===== src/rtl/sig_pio_responder_if.sv =====
// sig_pio_responder_if: PIO words and core operand/result buses of the sigmoid mailbox responder
interface sig_pio_responder_if;
  logic [31:0] data_in;
  logic [7:0]  ctrl_in;
  logic [31:0] result_out;
  logic [15:0] status_out;
  logic [31:0] sig_x_out;
  logic [31:0] sig_y_in;
  logic [31:0] isig_x_out;
  logic [31:0] isig_y_in;
  modport slave (
    input  data_in, ctrl_in, sig_y_in, isig_y_in,
    output result_out, status_out, sig_x_out, isig_x_out
  );
  modport master (
    output data_in, ctrl_in, sig_y_in, isig_y_in,
    input  result_out, status_out, sig_x_out, isig_x_out
  );
endinterface


===== src/rtl/sig_pio_responder.sv =====
// sig_pio_responder: toggle-handshake PIO bridge to sigmoid/inverse-sigmoid cores; SIG_RESP_TXN_COUNT_EN adds a done counter in status[15:8]
module sig_pio_responder #(
  parameter int          SETTLE_CYCLES = 4,
  parameter logic [31:0] NAN_RESULT    = 32'h7FC00000
) (
  input logic clk_clk,
  input logic reset_reset_n,
  sig_pio_responder_if.slave bus
);
  typedef enum logic [1:0] {IDLE, SETTLE, CAPTURE, DONE} state_t;
  localparam logic [7:0] CNT_INIT = 8'(SETTLE_CYCLES - 1);
  state_t state, state_nx;
  logic [7:0] cnt, txn_cnt;
  logic op_r, err_r, ack_r, busy_r, err_q;
  logic [31:0] y_r, result_r, sig_x_r, isig_x_r;
  logic pending, nan_in, unused_ctrl;
  assign pending = bus.ctrl_in[0] != ack_r;
  assign nan_in = bus.data_in[30:23] == 8'hFF;
  assign unused_ctrl = &{1'b0, bus.ctrl_in[7:2]};
  assign bus.result_out = result_r;
  assign bus.status_out = {txn_cnt, 5'b0, err_q, busy_r, ack_r};
  assign bus.sig_x_out = sig_x_r;
  assign bus.isig_x_out = isig_x_r;
  always_ff @(posedge clk_clk)
    state <= !reset_reset_n ? IDLE : state_nx;
  always_comb begin
    state_nx = state;
    state_nx = state == IDLE    ? (pending ? (nan_in ? DONE : SETTLE) : IDLE) :
               state == SETTLE  ? (cnt == 8'd0 ? CAPTURE : SETTLE) :
               state == CAPTURE ? DONE : IDLE;
  end
  // NaN/inf operands skip the cores entirely, so their x outputs stay at 0
  always_ff @(posedge clk_clk) begin
    if (!reset_reset_n) begin
      cnt <= '0;
      op_r <= 1'b0;
      err_r <= 1'b0;
      ack_r <= 1'b0;
      busy_r <= 1'b0;
      err_q <= 1'b0;
      y_r <= '0;
      result_r <= '0;
      sig_x_r <= '0;
      isig_x_r <= '0;
    end else begin
      if (state == IDLE && pending) begin
        op_r <= bus.ctrl_in[1];
        err_r <= nan_in;
        busy_r <= 1'b1;
        cnt <= CNT_INIT;
        if (!nan_in) begin
          sig_x_r <= bus.ctrl_in[1] ? '0 : bus.data_in;
          isig_x_r <= bus.ctrl_in[1] ? bus.data_in : '0;
        end
      end
      if (state == SETTLE) cnt <= cnt - 8'd1;
      if (state == CAPTURE) y_r <= op_r ? bus.isig_y_in : bus.sig_y_in;
      if (state == DONE) begin
        result_r <= err_r ? NAN_RESULT : y_r;
        err_q <= err_r;
        ack_r <= ~ack_r;
        busy_r <= 1'b0;
        sig_x_r <= '0;
        isig_x_r <= '0;
      end
    end
  end
`ifdef SIG_RESP_TXN_COUNT_EN
  always_ff @(posedge clk_clk)
    txn_cnt <= !reset_reset_n ? 8'd0 : state == DONE ? txn_cnt + 8'd1 : txn_cnt;
`else
  assign txn_cnt = '0;
`endif
endmodule


===== src/flat_wrapper.sv =====
// flat-port wrapper written by rule: the top's interface ports become plain ports
module sig_pio_responder_flat 
#(
  parameter int          SETTLE_CYCLES = 4,
  parameter logic [31:0] NAN_RESULT    = 32'h7FC00000
)
  (clk_clk, reset_reset_n, bus_data_in, bus_ctrl_in, bus_sig_y_in, bus_isig_y_in, bus_result_out, bus_status_out, bus_sig_x_out, bus_isig_x_out);
  sig_pio_responder_if bus_i ();
  input logic clk_clk;
  input logic reset_reset_n;
  input wire logic [$bits(bus_i.data_in)-1:0] bus_data_in;
  input wire logic [$bits(bus_i.ctrl_in)-1:0] bus_ctrl_in;
  input wire logic [$bits(bus_i.sig_y_in)-1:0] bus_sig_y_in;
  input wire logic [$bits(bus_i.isig_y_in)-1:0] bus_isig_y_in;
  output wire logic [$bits(bus_i.result_out)-1:0] bus_result_out;
  output wire logic [$bits(bus_i.status_out)-1:0] bus_status_out;
  output wire logic [$bits(bus_i.sig_x_out)-1:0] bus_sig_x_out;
  output wire logic [$bits(bus_i.isig_x_out)-1:0] bus_isig_x_out;
  assign bus_i.data_in = bus_data_in;
  assign bus_i.ctrl_in = bus_ctrl_in;
  assign bus_i.sig_y_in = bus_sig_y_in;
  assign bus_i.isig_y_in = bus_isig_y_in;
  assign bus_result_out = bus_i.result_out;
  assign bus_status_out = bus_i.status_out;
  assign bus_sig_x_out = bus_i.sig_x_out;
  assign bus_isig_x_out = bus_i.isig_x_out;
  sig_pio_responder #(.SETTLE_CYCLES(SETTLE_CYCLES), .NAN_RESULT(NAN_RESULT)) u_core (.clk_clk(clk_clk), .reset_reset_n(reset_reset_n), .bus(bus_i));
endmodule

===== config.mk =====
export PLATFORM = sky130hd
export DESIGN_NAME = sig_pio_responder_flat
export DESIGN_NICKNAME = d
export VERILOG_FILES = /design/src/rtl/sig_pio_responder_if.sv /design/src/rtl/sig_pio_responder.sv /design/src/flat_wrapper.sv
export SDC_FILE = /design/constraint.sdc
export NUM_CORES = 1
export LEC_CHECK = 0
export BUFFER_PORTS_ARGS = -buffer_cell sky130_fd_sc_hd__buf_4
export CORE_ASPECT_RATIO = 2
export CORE_MARGIN = 2
export CORE_UTILIZATION = 50
export CTS_CLUSTER_SIZE = 30
export DETAILED_ROUTE_END_ITERATION = 10
export PLACE_DENSITY_LB_ADDON = 0.08
export SYNTH_ARGS = -nofsm -noshare
export SYNTH_HDL_FRONTEND = slang
export SYNTH_SLANG_ARGS = --single-unit
export TNS_END_PERCENT = 30

===== constraint.sdc =====
create_clock -name clk_clk -period 2 [get_ports clk_clk]
set_input_delay 0.2 -clock clk_clk [delete_from_list [all_inputs] [get_ports clk_clk]]
set_output_delay 0.2 -clock clk_clk [all_outputs]
set_load 0.01 [all_outputs]

==> results.ini, run 1 <==
[global_route]
grt_max_degree = 82
grt_use_total_pct = 22.3
grt_pass1_vias = 4983
grt_first_pass_wirelength_mm = 23.0
antenna_found_initial = 0
grt.overflow.total = 0

[cts]
cts-hold-fix-buffers = 0
clock_path_buffers = 2
clk_latency_ns = 0.40
cts_setup_buffers = 0
htree_levels = 4
clk_pin_slew_ns = 0.06
cts_resized = 0
cts_tree = done
numCtsBuffers = 17
cts-root-buf = clkbuf_16
clock-sinks = 143

[power]
p_int_uw = 6500
vdd_drop_max_uv = 736
p_switching_uw = 2800
seqPwrFrac_pct = 38.6
netSwitchingFraction_pct = 30.1
power_uw = 9300
cellLeakagePower_uw = 0.00339
pwr-share-comb_pct = 28.0
power_density_mw_per_mm2 = 1160
clkPwrFrac_pct = 33.4

[synth]
synth.mux.area_fraction_pct = 16.1
ys_async_sr_fraction_pct = 0
synth_fa_ha_area_share_pct = 0.208
synth_top_cell_by_area = dfxtp_1
synth_area_sq_mm = 0.00602
synth_area_leaders = dfxtp_1, mux2i_1, nand2_1
synthSimpleGateAreaFrac_pct = 16.9
synth_most_common_cell = dfxtp_1
synth_edf_count = 0
postSynthCellCount = 619
synthXorXnorAreaFrac_pct = 0.436
ys_seq_area_share_pct = 47.6
yosys_warnings = 0
ys_ff_latch = 143
synth_top_area_share_pct = 47.6
ys_types = 45
ys.flop_type = dfxtp_1
syn_area_per_cell_sq_um = 9.72
synth_compound_area_share_pct = 11.1
netlist_top_cells_count = dfxtp_1, mux2i_1, nand2_1
synth_top_family_by_area = simple AND/OR/NAND/NOR gates

[routing]
via_count = 5006
postRouteAntennaNets = 0
dr_wl_met2_mm = 7.98
drt-met1-wl_mm = 5.13
viasPerCell = 5.30
routedWlPerCell_um = 15.2
wl_met3_um = 931
route.detailed.drc = 0
maxUsedRoutingLayer = met4
wl_mm = 14.4
firstDrtPassIters = 4
drt_iter0_drc = 185

[worst_setup_path]
worstPathCellList = nor4_1 > or4b_2 > o31ai_1
crit_buf_inv = 0
cp_top_family = simple AND/OR/NAND/NOR gates
worst_ep_required_time_ns = 2.32
slowest_delay_ns = 0.63
cp-end-kind = register
crit_slowest_cell = or4b_2
path_class = register to register
crit_fanout = 7
start_kind = register
critPathArrivalTime_ns = 2.09

[placed_design]
port-buffer-count = 198
gp_congestion = 0.809
dp_hpwl_mm = 10.4

[floorplan]
core_area_sq_mm = 0.0118
row_count = 56
die_h_um = 159
dieArea_sq_mm = 0.0130
io_pins = 218
die_x_um = 81.6
initial_core_util_pct = 51.1

[timing]
rsz0062_at_grt = false
worstMarginPinSlew_ns = 0.823
slew_violations = 0
period_needed_ns = 1.77
max_clock_freq_mhz = 565
setup_tns_ns = 0
report.final.hold_viol_count = 0
finalCritPeriodShare_pct = 88.5
relSlewSlack_pct = 44.8
hold_ws_ns = 0.0818
setup_viol = 0
fin_skew_ns = 0.0104

[layout]
syn_to_final_growth_pct = 33.4
seqCellArea_sq_mm = 0.00286
multiInputGateArea_sq_mm = 0.00276
diodes = 0
finalNetCount = 896
fillCellCount = 974
drive_above_1_share_pct = 30.7
final_util_pct = 68.2

[status]
status = finished clean

[job]
max_cap_violations = 0

[min_path]
hold_path.class = input pin to register

## cell type report
class	instances	area share, %
clock buffer	18	5.47
tap	145	2.26
sequential	143	35.7
inverter	4	0.187
multi-input combinational	413	34.4
timing repair buffer	210	20.3
clock inverter	11	1.79
## final timing paths
| path | from | end | slack (ns) | cells after the start |
|---|---|---|---|---|
| setup / recovery | u_core.cnt[2] | u_core.cnt[6] | 0.23 | 3 |
| hold / removal | bus_data_in[20] | u_core.bus.sig_x_out[20] | 0.08 | 3 |
| setup reg to reg | u_core.cnt[2] | u_core.cnt[6] | 0.23 | 3 |
| hold reg to reg | u_core.bus.sig_x_out[12] | u_core.bus.sig_x_out[12] | 0.46 | 2 |
## cells in the final DEF (no fill, tap or decap), drive strengths merged, types with 3 or more instances in the layout
cell | synthesis | layout
bufinv | 0 | 3
a22o | 23 | 23
mux2i | 97 | 97
nand3 | 34 | 34
clkinv | 0 | 7
inv | 4 | 4
nand2 | 78 | 78
a211oi | 35 | 35
buf | 42 | 210
clkbuf | 29 | 18
o21ai | 12 | 12
dfxtp | 143 | 143
conb | 1 | 13
nor2 | 47 | 47
or3 | 3 | 3
nand3b | 33 | 33
a21oi | 5 | 5
## worst register-to-register path, stage by stage (launching register included)
cell and delay, ns:
dfxtp_1 0.35, nor4_1 0.62, or4b_2 0.63, o31ai_1 0.08
## power groups by stage
stage	Clock, uW	Combinational (uW)	Sequential (uW)
6_report	3100	2600	3590
3_5_place_dp	0	2610	3650
3_3_place_gp	0	2540	3620
2_1_floorplan	0	1960	3660
5_1_grt	3310	2850	3650
4_1_cts	3170	2620	3590
## registers in the layout (all words and copies together) (netlist names)
register               count
u_core.busy_r              1
u_core.cnt                 8
u_core.bus.result_out     32
u_core.ack_r               1
u_core.state               2
u_core.op_r                1
u_core.bus.sig_x_out      32
u_core.err_q               1
u_core.y_r                32
u_core.err_r               1
u_core.bus.isig_x_out     32
## logic make-up (layout without fill, tap and decap cells)
| logic type | count (synthesis) | after routing |
|---|---|---|
| simple gates | 211 | 211 |
| flops | 143 | 143 |
| compound gates | 88 | 88 |
| fa+ha+maj | 1 | 1 |
| buf+inv | 75 | 243 |
| other cells | 1 | 13 |
| mux | 97 | 97 |
| xor+xnor | 3 | 3 |
## stage by stage
step                std cells  area, sq um  worst slack [ns]
floorplan                 631         6060             0.404
global placement          915         7450             0.319
detailed placement        915         7450             0.270
CTS                       944         8030             0.246
global route              944         8030             0.119
finish                    944         8030             0.229
## layer usage
metal  global-route usage [%]  vias up
met3                     7.48       25
met2                     40.0      166
met4                     8.79        0
li1                         -     2482
met5                        0        -
met1                     23.1     2333
Note: power is estimated with default switching activity, not from simulation.
==> run 2, diff against run 1 <==
BUFFER_PORTS_ARGS = not set   (was -buffer_cell sky130_fd_sc_hd__buf_4)
CORE_ASPECT_RATIO = not set   (was 2)
CORE_UTILIZATION = 55   (was 50)
DONT_BUFFER_PORTS = 1   (was not set)
==> run 2 against run 1 <==
First-iteration DRC count grew 110%. Count of clock-buffer cells in the layout grew 7. Highest routed layer unchanged. Combinational power is 5% lower. Critical endpoint is now u_core.y_r[9].
==> results.ini, run 2 (synthesized netlist as in run 1, its figures left out) <==
[placed_design]
gp_congestion = 0.792  ; -2.1%
dp_hpwl_mm = 8.45  ; -19%
port-buffer-count = 0  ; -100%

[timing]
worstMarginPinSlew_ns = 0.578  ; -0.244 ns
hold_ws_ns = 0.0451  ; -0.0367 ns
slew_violations = 0  ; unchanged
rsz0062_at_grt = false
max_clock_freq_mhz = 550  ; -2.7%
report.final.hold_viol_count = 0  ; unchanged
relSlewSlack_pct = 61.4  ; +17 points
finalCritPeriodShare_pct = 91.0  ; +2.4 points
setup_tns_ns = 0  ; unchanged
period_needed_ns = 1.82  ; +0.0486 ns
fin_skew_ns = 0.00659  ; -0.00378 ns
setup_viol = 0  ; unchanged

[floorplan]
die_h_um = 109  ; -32%
initial_core_util_pct = 56.0  ; +4.9 points
die_x_um = 109  ; +33%
row_count = 38  ; -32%
dieArea_sq_mm = 0.0118  ; -9.2%
io_pins = 218  ; unchanged
core_area_sq_mm = 0.0107  ; -8.7%

[worst_setup_path]
worst_ep_required_time_ns = 2.42  ; +0.10 ns
r2r-start = u_core.op_r
path_class = register to register
rr_worst_depth = 4  ; +1
cp-end-kind = register
start_kind = register
critPathArrivalTime_ns = 2.24  ; +0.15 ns
crit_fanout = 33  ; +26
regToRegSetupSlack_ns = 0.18  ; -0.05 ns
rr_endpoint = u_core.y_r[9]

[routing]
firstDrtPassIters = 4  ; unchanged
wl_mm = 14.5  ; +1.3%
drt_iter0_drc = 393  ; +110%
routedWlPerCell_um = 17.1  ; +12%
route.detailed.drc = 0  ; unchanged
postRouteAntennaNets = 0  ; unchanged
viasPerCell = 5.54  ; +4.5%
via_count = 4717  ; -5.8%

[global_route]
grt_use_total_pct = 24.3  ; +2.0 points
grt_max_degree = 131  ; +60%
antenna_found_initial = 0  ; unchanged
grt.overflow.total = 0  ; unchanged
grt_first_pass_wirelength_mm = 22.5  ; -1.9%
grt_pass1_vias = 4626  ; -7.2%

[power]
seqPwrFrac_pct = 40.7  ; +2.1 points
netSwitchingFraction_pct = 30.6  ; +0.52 points
cellLeakagePower_uw = 0.00283  ; -17%
power_density_mw_per_mm2 = 1200  ; +4.0%
vdd_drop_max_uv = 610  ; -17%
p_switching_uw = 2790  ; -0.22%
p_int_uw = 6330  ; -2.6%
pwr-share-comb_pct = 26.9  ; -1.1 points
clkPwrFrac_pct = 32.3  ; -1.1 points

[layout]
final_common_cell = dfxtp_1
finalNetCount = 804  ; -10%
layout.cells.most_common_list = dfxtp_1, dlygate4sd3_1, mux2i_1
syn_to_final_growth_pct = 25.9
drive_above_1_share_pct = 7.32  ; -23 points

[status]
status = finished clean

[cts]
numCtsBuffers = 17  ; unchanged
clk_latency_ns = 0.52  ; +0.12 ns
clock_path_buffers = 2  ; unchanged
clk_pin_slew_ns = 0.06  ; about the same
htree_levels = 4  ; unchanged
cts_tree = done
cts_setup_buffers = 0  ; unchanged
cts-root-buf = clkbuf_8
clock-sinks = 143  ; unchanged

[min_path]
min_to = u_core.ack_r
hold_path.class = input pin to register
min_path_cells = 3  ; unchanged
hold_start = reset_reset_n

[job]
max_cap_violations = 0  ; unchanged

-- run 2: cell count changes in the layout (fill, tap and decap cells not counted), sizes merged --
cell,previous run,this run
clkbuf,18,25
dlygate4sd3,0,98
buf,210,20
clkinv,7,5
clkinvlp,1,0
bufinv,3,2
diode,0,1
-- run 2: metal layers --
| layer | track usage (%) | vias up | wire length, um |
|---|---|---|---|
| met5 | 0 | - | 0 |
| met4 | 9.98 | 0 | 233 |
| met3 | 9.44 | 22 | 1130 |
| met2 | 40.5 | 153 | 7260 |
| met1 | 27.9 | 2231 | 5920 |
| li1 | - | 2311 | - |
-- run 2: power groups by stage --
stage,clock (uW),combinational (uW),sequential [uW]
after global routing,3140,2690,3770
after CTS,3010,2420,3710
after floorplan,0,1960,3660
after detailed placement,0,2150,3770
final,2950,2460,3720
after global placement,0,2100,3750
-- run 2: area by class of cell --
type | count | area, sq um
Multi-Input combinational cell | 413 | 2760
Clock inverter | 7 | 85.1
Tap cell | 140 | 175
Inverter | 4 | 15.0
Timing Repair Buffer | 118 | 1210
Fill cell | 786 | 3170
Sequential cell | 143 | 2860
Clock buffer | 25 | 464
Antenna cell | 1 | 2.50
-- run 2: timing repair --
action	in CTS	in global routing
hold buffers	99	0
setup endpoints to repair	0	4
endpoints found under the hold margin	106	0
resized for setup	0	1
-- run 2: worst max-delay path by stage --
stage / slack [ns] / depth (start not counted) / from / to
2_1_floorplan: 0.40 / 7 / u_core.state[0] / u_core.bus.isig_x_out[16]
3_3_place_gp: 0.42 / 3 / u_core.cnt[2] / u_core.cnt[6]
5_1_grt: 0.11 / 4 / u_core.op_r / u_core.y_r[9]
3_5_place_dp: 0.39 / 5 / u_core.state[0] / u_core.bus.sig_x_out[15]
6_report: 0.18 / 4 / u_core.op_r / u_core.y_r[9]
4_1_cts: 0.19 / 4 / u_core.op_r / u_core.y_r[8]
-- run 2: per-stage QoR --
stage          cell area (sq um)  setup slack [ns]  total power, uW  utilization (%)  cells
6_report                    7580             0.181             9120             70.5    851
4_1_cts                     7570             0.188             9140             70.5    850
5_1_grt                     7570             0.107             9600             70.5    850
3_5_place_dp                6020             0.387             5920             56.0    719
3_3_place_gp                6020             0.422             5850             56.0    719
2_1_floorplan               6060             0.404             5610                -    631
-- run 2: worst max-delay path: stages, from the launching register on --
cell and delay, ns:
dfxtp_2 0.32, buf_6 0.33, mux2i_1 0.16, dlygate4sd3_1 0.59, a211oi_1 0.28
